File: src/rtl/mlp_pkg.sv
// Shared definitions for the MLP layer stages: default fixed-point geometry,
// neuron sequencer state encoding and saturation limits.
package mlp_pkg;

    localparam int MLP_ADDR_WIDTH = 6;
    localparam int MLP_DATA_WIDTH = 16;
    localparam int MLP_FRAC_BITS  = 8;

    localparam logic signed [MLP_DATA_WIDTH-1:0] Q_MAX = 16'sh7FFF;
    localparam logic signed [MLP_DATA_WIDTH-1:0] Q_MIN = 16'sh8000;

    typedef enum logic [1:0] {
        ST_IDLE  = 2'd0,
        ST_RUN   = 2'd1,
        ST_FINAL = 2'd2,
        ST_HOLD  = 2'd3
    } mlp_state_e;

endpackage

File: src/rtl/mlp_sat_relu.sv
// Combinational output stage: adds the Q-format bias to a wide accumulator,
// rescales by FRAC_BITS, saturates to DATA_WIDTH and optionally applies ReLU.
module mlp_sat_relu
    import mlp_pkg::*;
#(
    parameter int DATA_WIDTH = MLP_DATA_WIDTH,
    parameter int FRAC_BITS  = MLP_FRAC_BITS,
    parameter int ACC_WIDTH  = 2*MLP_DATA_WIDTH+MLP_ADDR_WIDTH,
    parameter bit RELU_EN    = 1'b1
) (
    input  logic signed [ACC_WIDTH-1:0]  acc,
    input  logic        [DATA_WIDTH-1:0] bias,
    output logic        [DATA_WIDTH-1:0] res_data,
    output logic                         res_sat
);

    // One guard bit so the bias addition can never wrap.
    localparam int SW = ACC_WIDTH + 1;

    logic signed [SW-1:0] acc_ext_s;
    logic signed [SW-1:0] bias_ext_s;
    logic signed [SW-1:0] sum_s;
    logic signed [SW-1:0] res_s;
    logic signed [SW-1:0] max_ext_s;
    logic signed [SW-1:0] min_ext_s;

    assign acc_ext_s  = {acc[ACC_WIDTH-1], acc};
    assign bias_ext_s = {{(SW-DATA_WIDTH){bias[DATA_WIDTH-1]}}, bias};
    assign sum_s      = acc_ext_s + (bias_ext_s <<< FRAC_BITS);
    assign res_s      = sum_s >>> FRAC_BITS;
    assign max_ext_s  = {{(SW-DATA_WIDTH+1){1'b0}}, {(DATA_WIDTH-1){1'b1}}};
    assign min_ext_s  = {{(SW-DATA_WIDTH+1){1'b1}}, {(DATA_WIDTH-1){1'b0}}};

    // Saturate first, then ReLU, so a clipped negative still ends up as a clean zero.
    always_comb begin
        res_data = {DATA_WIDTH{1'b0}};
        res_sat  = 1'b0;
        if (res_s > max_ext_s) begin
            res_data = max_ext_s[DATA_WIDTH-1:0];
            res_sat  = 1'b1;
        end else if (res_s < min_ext_s) begin
            res_data = min_ext_s[DATA_WIDTH-1:0];
            res_sat  = 1'b1;
        end else begin
            res_data = res_s[DATA_WIDTH-1:0];
            res_sat  = 1'b0;
        end
        if (RELU_EN && res_data[DATA_WIDTH-1]) begin
            res_data = {DATA_WIDTH{1'b0}};
            res_sat  = 1'b0;
        end else begin
            res_data = res_data;
            res_sat  = res_sat;
        end
    end

endmodule

File: src/rtl/mlp_neuron_mac.sv
// Single-neuron MAC sequencer: walks the weight/activation address space once per
// start, accumulates signed products and hands the scaled result downstream.
module mlp_neuron_mac
    import mlp_pkg::*;
#(
    parameter int ADDR_WIDTH = MLP_ADDR_WIDTH,
    parameter int DATA_WIDTH = MLP_DATA_WIDTH,
    parameter int FRAC_BITS  = MLP_FRAC_BITS,
    parameter int N_INPUTS   = 64,
    parameter int ACC_WIDTH  = 2*DATA_WIDTH+ADDR_WIDTH,
    parameter bit RELU_EN    = 1'b1
) (
    input  logic                  clk,
    input  logic                  rst_n,
    input  logic                  start,
    input  logic [DATA_WIDTH-1:0] bias,
    output logic [ADDR_WIDTH-1:0] addr,
    input  logic [DATA_WIDTH-1:0] w_rd_data,
    input  logic [DATA_WIDTH-1:0] x_rd_data,
    output logic                  busy,
    output logic [DATA_WIDTH-1:0] out_data,
    output logic                  out_sat,
    output logic                  out_valid,
    input  logic                  out_ready
);

    localparam logic [ADDR_WIDTH-1:0] LAST_ADDR = ADDR_WIDTH'(N_INPUTS - 1);
    localparam logic [ADDR_WIDTH-1:0] ADDR_ONE  = ADDR_WIDTH'(1);

    mlp_state_e                   state_r;
    mlp_state_e                   state_nxt_s;
    logic [ADDR_WIDTH-1:0]        addr_r;
    logic signed [ACC_WIDTH-1:0]  acc_r;
    logic [DATA_WIDTH-1:0]        bias_r;
    logic [DATA_WIDTH-1:0]        out_data_r;
    logic                         out_sat_r;
    logic                         out_valid_r;
    logic                         busy_r;
    logic signed [2*DATA_WIDTH-1:0] product_s;
    logic signed [ACC_WIDTH-1:0]  prod_ext_s;
    logic [DATA_WIDTH-1:0]        sat_data_s;
    logic                         sat_flag_s;

    assign product_s  = signed'(w_rd_data) * signed'(x_rd_data);
    assign prod_ext_s = {{(ACC_WIDTH-2*DATA_WIDTH){product_s[2*DATA_WIDTH-1]}}, product_s};

    mlp_sat_relu #(
        .DATA_WIDTH (DATA_WIDTH),
        .FRAC_BITS  (FRAC_BITS),
        .ACC_WIDTH  (ACC_WIDTH),
        .RELU_EN    (RELU_EN)
    ) u_sat_relu (
        .acc      (acc_r),
        .bias     (bias_r),
        .res_data (sat_data_s),
        .res_sat  (sat_flag_s)
    );

    // Next-state logic for the evaluation sequence.
    always_comb begin
        state_nxt_s = state_r;
        case (state_r)
            ST_IDLE: begin
                if (start) state_nxt_s = ST_RUN;
                else       state_nxt_s = ST_IDLE;
            end
            ST_RUN: begin
                if (addr_r == LAST_ADDR) state_nxt_s = ST_FINAL;
                else                     state_nxt_s = ST_RUN;
            end
            ST_FINAL: state_nxt_s = ST_HOLD;
            ST_HOLD: begin
                if (out_ready) state_nxt_s = ST_IDLE;
                else           state_nxt_s = ST_HOLD;
            end
            default: state_nxt_s = ST_IDLE;
        endcase
    end

    // State, address counter, accumulator and registered result outputs.
    always_ff @(posedge clk or negedge rst_n) begin
        if (!rst_n) begin
            state_r     <= ST_IDLE;
            addr_r      <= {ADDR_WIDTH{1'b0}};
            acc_r       <= {ACC_WIDTH{1'b0}};
            bias_r      <= {DATA_WIDTH{1'b0}};
            out_data_r  <= {DATA_WIDTH{1'b0}};
            out_sat_r   <= 1'b0;
            out_valid_r <= 1'b0;
            busy_r      <= 1'b0;
        end else begin
            state_r <= state_nxt_s;
            busy_r  <= (state_nxt_s != ST_IDLE);
            case (state_r)
                ST_IDLE: begin
                    addr_r <= {ADDR_WIDTH{1'b0}};
                    if (start) begin
                        bias_r <= bias;
                        acc_r  <= {ACC_WIDTH{1'b0}};
                    end
                end
                ST_RUN: begin
                    acc_r <= acc_r + prod_ext_s;
                    // Return to 0 on the last product so FINAL already shows address 0.
                    if (addr_r == LAST_ADDR) addr_r <= {ADDR_WIDTH{1'b0}};
                    else                     addr_r <= addr_r + ADDR_ONE;
                end
                ST_FINAL: begin
                    addr_r      <= {ADDR_WIDTH{1'b0}};
                    out_data_r  <= sat_data_s;
                    out_sat_r   <= sat_flag_s;
                    out_valid_r <= 1'b1;
                end
                ST_HOLD: begin
                    if (out_ready) out_valid_r <= 1'b0;
                end
                default: begin
                    addr_r      <= {ADDR_WIDTH{1'b0}};
                    out_valid_r <= 1'b0;
                end
            endcase
        end
    end

    assign addr      = addr_r;
    assign busy      = busy_r;
    assign out_data  = out_data_r;
    assign out_sat   = out_sat_r;
    assign out_valid = out_valid_r;

endmodule

File: config.mk
export PLATFORM = sky130hd
export DESIGN_NAME = mlp_neuron_mac
export DESIGN_NICKNAME = d
export VERILOG_FILES = /design/src/rtl/mlp_pkg.sv /design/src/rtl/mlp_sat_relu.sv /design/src/rtl/mlp_neuron_mac.sv
export SDC_FILE = /design/constraint.sdc
export NUM_CORES = 1
export LEC_CHECK = 0
export ABC_AREA = 1
export ABC_CLOCK_PERIOD_IN_PS = 8700
export CAP_MARGIN = 20
export CORE_MARGIN = 2
export CORE_UTILIZATION = 30
export DETAILED_ROUTE_END_ITERATION = 12
export GPL_TIMING_DRIVEN = 0
export SLEW_MARGIN = 20
export SYNTH_ARGS = -nofsm -noshare
export SYNTH_HDL_FRONTEND = slang
export SYNTH_SLANG_ARGS = --single-unit
export TNS_END_PERCENT = 5
File: constraint.sdc
create_clock -name clk -period 8.7 [get_ports clk]
set_clock_uncertainty 0.2 [all_clocks]
set_input_delay 2.175 -clock clk [delete_from_list [all_inputs] [get_ports clk]]
set_output_delay 2.175 -clock clk [all_outputs]
set_load 0.02 [all_outputs]
==> results.toml, run 1 <==
[timing]
tns_ns = 0
finalMaxSlewViolations = 0
worst_slew_pin_slew_ns = 0.756
hold-worst-slack_ns = 0.274
hold_viol = 0
fmax_mhz = 117
rsz0062_at_grt = "yes"
fin_crit_ns = 8.54
slew_headroom_pct = 49.6
fin_ws_ns = 0.156
finalSetupViolations = 0
layout_worst_path_cycle_share_pct = 98.2

[global_route]
antenna_found_initial = 1
grt_pass1_vias = 15247
grt_first_pass_wirelength_um = 80700
grt_max_degree = 56
grt.busiest_layer = "met2"
gr-total-overflow = 0
grtUsageTotal_pct = 16.5
grtUsageMet1_pct = 21.1
grtUsageMet3_pct = 1.69
met2_usage_pct = 28.8

[route]
ant_nets = 0
viasPerCell = 4.54
wirelength_um = 48700
first_pass_iters = 5
drc_errors = 0
drt-initial-drc-count = 924
via_count = 14617
wl_per_cell_um = 15.1

[critical_path]
crit_top_cell = "fa_1"
worstPathArrival_ns = 8.56
crit_buf_inv = 6
endpoint_kind = "register"
critPathLaunch = "x_rd_data[7]"
r2r_end = "acc_r[23]$_DFFE_PN0P_"
critPathCapture = "acc_r[33]$_DFFE_PN0P_"
cp_num_cells = 24
reg2reg_depth = 21
crit_type = "input port to register"
critPathMaxFanout = 10
crit_required_ns = 8.72
crit_family = "adder cells"
cp_cell_sequence = "clkbuf_1 > clkbuf_1 > nand2_1 > fa_1 > inv_1 > fa_1 > fa_1 > fa_1 > fa_1 > inv_1 > fa_1 > inv_1 > ha_1 > nand2_1 > nor2_1 > inv_1 > nor3_1 > nand3_1 > nand3_1 > a21o_1 > nand2_1 > nand2_1 > xnor2_1 > o21ai_0"
r2r-start = "acc_r[15]$_DFFE_PN0P_"
ff2ff_setup_slack_ns = 3.24
cpPeakStageDelay_ns = 0.58
critPathSlowestCell = "fa_1"
start_kind = "input port"

[yosys]
synth_cells = 2383
synthArstFlopShare_pct = 100
synth_edf_count = 0
synth_ff_type = "dfrtp_1"
synth_seq_cells = 80
synth_area_um2 = 18000
synth_area_leaders = "fa_1 36%, nand2_1 14%, inv_1 13%"
avgSynthCellArea_um2 = 7.55
yosysWarnings = 0
synth_top_area_share_pct = 36.0
syn_nets = 2900
synth_area_leader_cell = "fa_1"
yosys.cell_types.count = 45
ys_seq_area_share_pct = 11.1

[place]
port_buffers = 46
globalplace.congestion = 0.915
post-place-ws_ns = -1.08
hpwl_um = 42200

[layout]
final_nets = 2958
synthToLayoutAreaGrowth_pct = 9.81
layout-drive-gt1-share_pct = 3.56
fin_util_pct = 33.4

[cts]
path_clk_slew_ns = 0.07
clock_sinks = 80
cts_setup_buffers = 0
insertion_delay_ns = 0.36
htreeDepth = 3
cts_inserted_buffers = 9
clockBufferDepth = 2
cts_root_buf = "clkbuf_16"
cts_tree = "built"
postCtsHoldBufs = 0

[floorplan]
start_util_pct = 30.4
pin_count = 77
core_um2 = 59100
die_y_um = 249
fp-row-count = 89
dieArea_um2 = 61900
die_x_um = 249

[job]
drv_cap = 0

[min_path]
hold_path_class = "register to register"
hold_path_depth = 2

[outcome]
status = "finished, final reports clean"
[logic make-up (layout without fill, tap and decap cells)]
group           after synthesis  after routing  share of synthesized area (%)
buf+inv                     718            781                           15.1
xor+xnor                     43             43                           2.09
compound gates              178            178                           5.71
flops                        80             80                           11.1
fa+ha+maj                   465            465                           45.8
simple gates                898            898                           20.1
other cells                   1              2                         0.0209
[metrics by stage]
| step | cells | instance area (um2) |
|---|---|---|
| 2_1_floorplan | 2383 | 18000 |
| 4_1_cts | 3219 | 19700 |
| 3_5_place_dp | 3203 | 19400 |
| 6_report | 3220 | 19700 |
| 5_1_grt | 3219 | 19700 |
| 3_3_place_gp | 3202 | 19400 |
[worst reg2reg max path, stage by stage, from the launching register on]
cell	delay [ns]
dfrtp_1	0.49
inv_1	0.10
fa_1	0.51
inv_1	0.06
fa_1	0.53
fa_1	0.43
fa_1	0.49
inv_1	0.05
fa_1	0.55
inv_1	0.05
ha_1	0.37
nand2_1	0.10
nor2_1	0.15
inv_1	0.08
nor3_1	0.24
a21oi_1	0.16
o21ai_0	0.35
nand2_1	0.09
nand2_1	0.10
a21oi_1	0.06
o21ai_0	0.12
nand2_1	0.07
[how the worst min path moves through the flow]
stage,start,end,slack (ns)
finish,bias_r[13]$_DFFE_PN0P_,bias_r[13]$_DFFE_PN0P_,0.27
floorplan,bias_r[0]$_DFFE_PN0P_,bias_r[0]$_DFFE_PN0P_,0.25
detailed placement,bias_r[13]$_DFFE_PN0P_,bias_r[13]$_DFFE_PN0P_,0.27
CTS,bias_r[13]$_DFFE_PN0P_,bias_r[13]$_DFFE_PN0P_,0.28
global route,bias_r[13]$_DFFE_PN0P_,bias_r[13]$_DFFE_PN0P_,0.31
global placement,bias_r[13]$_DFFE_PN0P_,bias_r[13]$_DFFE_PN0P_,0.26
[layer usage]
layer	vias to the layer above	wire, um	share of wire [%]
met4	2	1800	3.7
li1	7054	-	-
met2	347	23900	49
met3	84	2360	4.8
met5	-	9	0.018
met1	7130	20600	42
[final cells by class]
cell class / count / area [um2]
clock inverters: 7 / 52.6
repair buffers: 47 / 480
inverters: 641 / 2410
plain buffers: 77 / 335
multi-input cells: 1585 / 13300
well taps: 773 / 967
clock buffers: 9 / 225
diodes: 1 / 2.50
fillers: 6317 / 39400
flip-flops and latches: 80 / 2000
[cell usage in the layout, fill, tap and decap left out, drive strengths merged, types with 5 or more instances in the layout]
master	Yosys	final
nand3	70	70
xnor2	20	20
nand4	14	14
clkbuf	71	81
xor2	23	23
clkdlybuf4s50	0	44
nand2	663	663
nor3	9	9
nor2	130	130
inv	638	641
clkinv	3	7
and2	6	6
buf	6	8
a21o	5	5
ha	142	142
fa	323	323
dfrtp	80	80
o21ai	62	62
a22o	5	5
a21oi	82	82
[timing repair]
| item | in CTS | in global routing |
|---|---|---|
| hold endpoints to repair | 0 | 0 |
| pin swaps | 0 | 0 |
| endpoints found under the setup margin | 12 | 15 |
| cloned | 0 | 0 |
| resized for setup | 4 | 43 |
[state kept, by name, indices dropped and copies added (netlist names)]
name,count
out_valid,1
out_data,15
busy,1
state_r,2
addr,6
acc_r,38
bias_r,16
out_sat,1
[synth_stat cells, types with 2 or more instances]
cell type,instances
nand4_1,14
a31o_2,2
nand3b_1,2
xnor2_1,20
nand3_1,65
nor3_1,9
ha_1,142
o21bai_1,3
inv_2,3
a21o_1,5
a22o_1,5
nand2_1,657
clkbuf_1,71
inv_1,635
o22ai_1,3
or2_2,2
nand3_2,5
o21ai_1,3
o21ai_0,59
a21oi_2,9
buf_6,2
nand2_2,6
and2_1,6
o21a_1,4
buf_1,2
fa_1,323
a31oi_1,4
dfrtp_1,80
nor2_2,11
nor2_1,118
xor2_1,23
clkinv_1,3
a32o_1,2
a21boi_0,3
a21oi_1,72
Power of run 1 is left out: the tool's default activity adds up to more than one toggle a clock period on the data nets, which glitch-free logic cannot reach.
==> run 2, diff against run 1 <==
PLACE_DENSITY = 0.42   (was not set)
==> run 2 against run 1 <==
Effect of this change: die area stayed put; global-route usage is 1.8 points higher; final cell count hardly changed; count of clock-buffer cells in the layout is 1 higher; core utilization is 0.19 points higher; flip-flop and latch count stayed put; fmax is 0.85% higher; via count is 0.82% lower; non-clock buffer count is 3 higher; first-iteration DRC count is 12% lower; critical endpoint is now acc_r[28]$_DFFE_PN0P_.
==> results.toml, run 2 (synthesized netlist as in run 1, its figures left out) <==
[floorplan]
start_util_pct = 30.4
fp-row-count = 89
die_x_um = 249
pin_count = 77
core_um2 = 59100
dieArea_um2 = 61900
die_y_um = 249

[timing]
finalSetupViolations = 0
fin_crit_ns = 8.47
layout_worst_path_cycle_share_pct = 97.4
hold_viol = 0
fmax_mhz = 118
slew_headroom_pct = 49.2
hold-worst-slack_ns = 0.280
finalMaxSlewViolations = 0
worst_slew_pin_slew_ns = 0.761
rsz0062_at_grt = "yes"

[layout]
top_register = "acc_r"
largest_reg_flops = 38
most-common-layout-cells = "657 x nand2_1, 635 x inv_1, 319 x fa_1"
layout.cells.most_common = "nand2_1"
final_nets = 2961
synthToLayoutAreaGrowth_pct = 10.4
layout-drive-gt1-share_pct = 4.78
insertedDiodeCount = 0
fillers = 6405

[cts]
htreeDepth = 3
postCtsHoldBufs = 0
path_clk_slew_ns = 0.07
cts_tree = "built"
clockBufferDepth = 2
clock_sinks = 80
insertion_delay_ns = 0.36
cts_root_buf = "clkbuf_16"
cts_inserted_buffers = 9

[min_path]
hold_path_class = "register to register"

[global_route]
gr-total-overflow = 0
grt_first_pass_wirelength_um = 87600
grtUsageTotal_pct = 18.3
grt_pass1_vias = 15468
grt_max_degree = 53
antenna_found_initial = 0

[job]
drv_cap = 0

[route]
viasPerCell = 4.50
top_layer_used = "met4"
first_pass_iters = 5
drt-initial-drc-count = 817
wirelength_met1_um = 24900
drc_errors = 0
met3WireLength_um = 2080
via_count = 14497
wl_per_cell_um = 16.8
wl_met2_um = 26300
wirelength_um = 54000
ant_nets = 0

[place]
hpwl_um = 47700
port_buffers = 46
globalplace.congestion = 0.878

[critical_path]
crit_type = "input port to register"
crit_required_ns = 8.71
worstPathArrival_ns = 8.48
endpoint_kind = "register"
ff2ff_setup_slack_ns = 3.27
critPathMaxFanout = 10
start_kind = "input port"

[outcome]
status = "finished, final reports clean"
[run 2: area by class of cell]
cell class	count	area (um2)	area share, %
Sequential cell	80	2000	10.1
Clock buffer	10	229	1.15
Multi-Input combinational cell	1585	13300	66.9
Inverter	641	2410	12.1
Clock inverter	6	90.1	0.454
Tap cell	773	967	4.87
Timing Repair Buffer	50	505	2.55
Buffer	77	372	1.87
[run 2: per-layer routing]
layer	track usage (%)	vias to the layer above
li1	-	7061
met1	24.7	7180
met2	31.7	223
met3	2.32	33
met4	2.87	0
met5	0	-
[run 2: final timing paths]
kind                                        from                     end  cells past startpoint
min reg2reg                bias_r[0]$_DFFE_PN0P_   bias_r[0]$_DFFE_PN0P_                      2
min in group asynchronous                  rst_n     addr[0]$_DFFE_PN0P_                      1
max in group asynchronous                  rst_n  bias_r[14]$_DFFE_PN0P_                      2
max reg2reg                acc_r[15]$_DFFE_PN0P_   acc_r[28]$_DFFE_PN0P_                     19
min                        bias_r[0]$_DFFE_PN0P_   bias_r[0]$_DFFE_PN0P_                      2
max                                 x_rd_data[4]   acc_r[28]$_DFFE_PN0P_                     24
[run 2: critical path: stages]
cell      delay, ns
clkbuf_2       0.33
clkbuf_1       0.51
nand2_1        0.14
fa_1           0.50
inv_1          0.05
fa_1           0.53
inv_1          0.05
fa_1           0.49
inv_1          0.05
fa_1           0.51
fa_1           0.56
inv_1          0.05
fa_1           0.53
inv_1          0.04
ha_1           0.37
a21oi_1        0.20
o21ai_0        0.23
a21oi_1        0.27
nand3_1        0.16
nand2_1        0.08
nand2_1        0.08
a21oi_1        0.22
xor2_1         0.21
o21ai_0        0.12
[run 2: what timing repair did]
item | 4_1_cts | 5_1_grt
hold endpoints to repair | 0 | 0
resized for setup | 17 | 80
setup buffers | 0 | 3
setup endpoints to repair | 15 | 22
pin swaps | 0 | 1
[run 2: metrics by stage]
step	util, %	instance area, um2	setup slack [ns]	cells	setup TNS (ns)
after floorplan	-	18000	0.808	2383	0
after global placement	32.8	19400	-1.09	3202	-11.94
after detailed placement	32.9	19400	-1.12	3203	-12.33
after CTS	33.4	19800	-0.0115	3219	-0.0115
after global routing	33.6	19900	-0.0299	3222	-0.0448
final	33.6	19900	0.228	3222	0
Power of run 2 is left out for the same reason.
==> run 3, diff against run 2 <==
CAP_MARGIN = not set   (was 20)
PLACE_DENSITY = not set   (was 0.42)
PLACE_DENSITY_LB_ADDON = 0.25   (was not set)
==> run 3 against run 2 <==
Effect of this change: non-clock buffer count is 3 lower; register-to-register slack barely moved; setup slack improved by 0.047 ns; cell area decreased by 0.43%; hold slack gained 0.014 ns; critical path type unchanged.
==> results.toml, run 3 (synthesized netlist as in run 1, its figures left out) <==
[outcome]
status = "finished, final reports clean"

[cts]
htreeDepth = 3
path_clk_slew_ns = 0.07
cts_setup_buffers = 0
postCtsHoldBufs = 0
clock_sinks = 80
cts_inserted_buffers = 9
clockBufferDepth = 2
cts_root_buf = "clkbuf_16"
insertion_delay_ns = 0.36
cts_tree = "built"

[timing]
worst_slew_pin_slew_ns = 0.770
finalMaxSlewViolations = 0
slew_headroom_pct = 48.6
fin_ws_ns = 0.275
fmax_mhz = 119
layout_worst_path_cycle_share_pct = 96.8
finalSetupViolations = 0
tns_ns = 0
hold_viol = 0
fin_crit_ns = 8.42
rsz0062_at_grt = "yes"
hold-worst-slack_ns = 0.294

[place]
port_buffers = 46
post-place-ws_ns = -0.778
globalplace.congestion = 0.896
hpwl_um = 45300

[layout]
layout.cells.most_common = "nand2_1"
largest_reg_flops = 38
top_register = "acc_r"
final_nets = 2958
synthToLayoutAreaGrowth_pct = 9.97
most-common-layout-cells = "657 x nand2_1, 635 x inv_1, 321 x fa_1"
layout-drive-gt1-share_pct = 4.50
insertedDiodeCount = 0

[critical_path]
ff2ff_setup_slack_ns = 3.27
crit_family = "adder cells"
crit_required_ns = 8.71
crit_type = "input port to register"
crit_buf_inv = 5
reg2reg_depth = 21
cp_num_cells = 24
critPathMaxFanout = 10
r2r_end = "acc_r[35]$_DFFE_PN0P_"
critPathSlowestCell = "fa_1"
critPathLaunch = "x_rd_data[15]"
cpPeakStageDelay_ns = 0.56
crit_top_cell = "fa_1"
cp_cell_sequence = "clkdlybuf4s50_1 > inv_1 > clkbuf_4 > nor2_1 > fa_1 > fa_1 > fa_1 > fa_1 > fa_1 > inv_1 > fa_1 > inv_1 > ha_1 > nand2_1 > nor2_1 > nand2_1 > nor2_1 > nand2_1 > nand3_1 > nand2_1 > nand2_1 > a21oi_1 > xor2_1 > o21ai_0"
critPathCapture = "acc_r[28]$_DFFE_PN0P_"
start_kind = "input port"
worstPathArrival_ns = 8.43
r2r-start = "acc_r[3]$_DFFE_PN0P_"
endpoint_kind = "register"

[route]
wirelength_met1_um = 22500
via_count = 14573
wl_per_cell_um = 16.0
wl_met2_um = 25600
first_pass_iters = 5
met3WireLength_um = 2330
drc_errors = 0
viasPerCell = 4.53
top_layer_used = "met4"
wirelength_um = 51300
ant_nets = 0
drt-initial-drc-count = 775

[job]
drv_cap = 0

[global_route]
gr-total-overflow = 0
grt_pass1_vias = 15529
antenna_found_initial = 0
grt_first_pass_wirelength_um = 85300
grt_max_degree = 50
grtUsageTotal_pct = 17.5

[floorplan]
die_y_um = 249
core_um2 = 59100
dieArea_um2 = 61900
die_x_um = 249
fp-row-count = 89
start_util_pct = 30.4
pin_count = 77

[min_path]
hold_path_class = "register to register"
==> run 3: routing by layer <==
layer / global-route usage [%] / vias up
li1: - / 7054
met1: 22.6 / 7192
met2: 31.3 / 279
met3: 2.04 / 48
met4: 3.45 / 0
met5: 0 / -
==> run 3: worst min path at each step <==
| stage | startpoint | to | cells past startpoint |
|---|---|---|---|
| 6_report | bias_r[0]$_DFFE_PN0P_ | bias_r[0]$_DFFE_PN0P_ | 2 |
| 5_1_grt | bias_r[4]$_DFFE_PN0P_ | bias_r[4]$_DFFE_PN0P_ | 2 |
| 4_1_cts | bias_r[0]$_DFFE_PN0P_ | bias_r[0]$_DFFE_PN0P_ | 2 |
| 3_5_place_dp | bias_r[0]$_DFFE_PN0P_ | bias_r[0]$_DFFE_PN0P_ | 2 |
| 3_3_place_gp | bias_r[0]$_DFFE_PN0P_ | bias_r[0]$_DFFE_PN0P_ | 2 |
| 2_1_floorplan | bias_r[0]$_DFFE_PN0P_ | bias_r[0]$_DFFE_PN0P_ | 2 |
==> run 3: area by class of cell <==
| cell class | instances | area [um2] |
|---|---|---|
| buffer | 77 | 368 |
| clock buffer | 9 | 225 |
| clock inverter | 7 | 52.6 |
| fill | 6332 | 39400 |
| inverter | 641 | 2410 |
| multi-input combinational | 1585 | 13300 |
| sequential | 80 | 2000 |
| tap | 773 | 967 |
| timing repair buffer | 47 | 483 |
==> run 3: through the flow <==
stage | util, % | std cells | instance area [um2]
after floorplan | - | 2383 | 18000
after global placement | 32.8 | 3202 | 19400
after detailed placement | 32.9 | 3203 | 19400
after CTS | 33.3 | 3219 | 19700
after global routing | 33.4 | 3219 | 19800
final | 33.4 | 3219 | 19800
==> run 3: repair_timing <==
action	4_1_cts	5_1_grt
pin swaps	0	0
setup endpoints to repair	10	19
gates resized for setup	4	93
==> run 3: worst register-to-register path, stage by stage, from the launching register on <==
cell and delay [ns]:
dfrtp_1 0.40, ha_1 0.28, inv_1 0.05, fa_1 0.50, inv_1 0.05, ha_1 0.29, ha_1 0.28, inv_1 0.05
fa_1 0.46, inv_1 0.07, ha_1 0.41, fa_1 0.40, nand2_1 0.11, nand2_1 0.07, o21ai_0 0.13, o21ai_1 0.40
a21oi_1 0.22, o21ai_1 0.47, nand2_1 0.12, nand3_1 0.11, xnor2_1 0.13, o21ai_1 0.09
Power of run 3 is left out for the same reason.
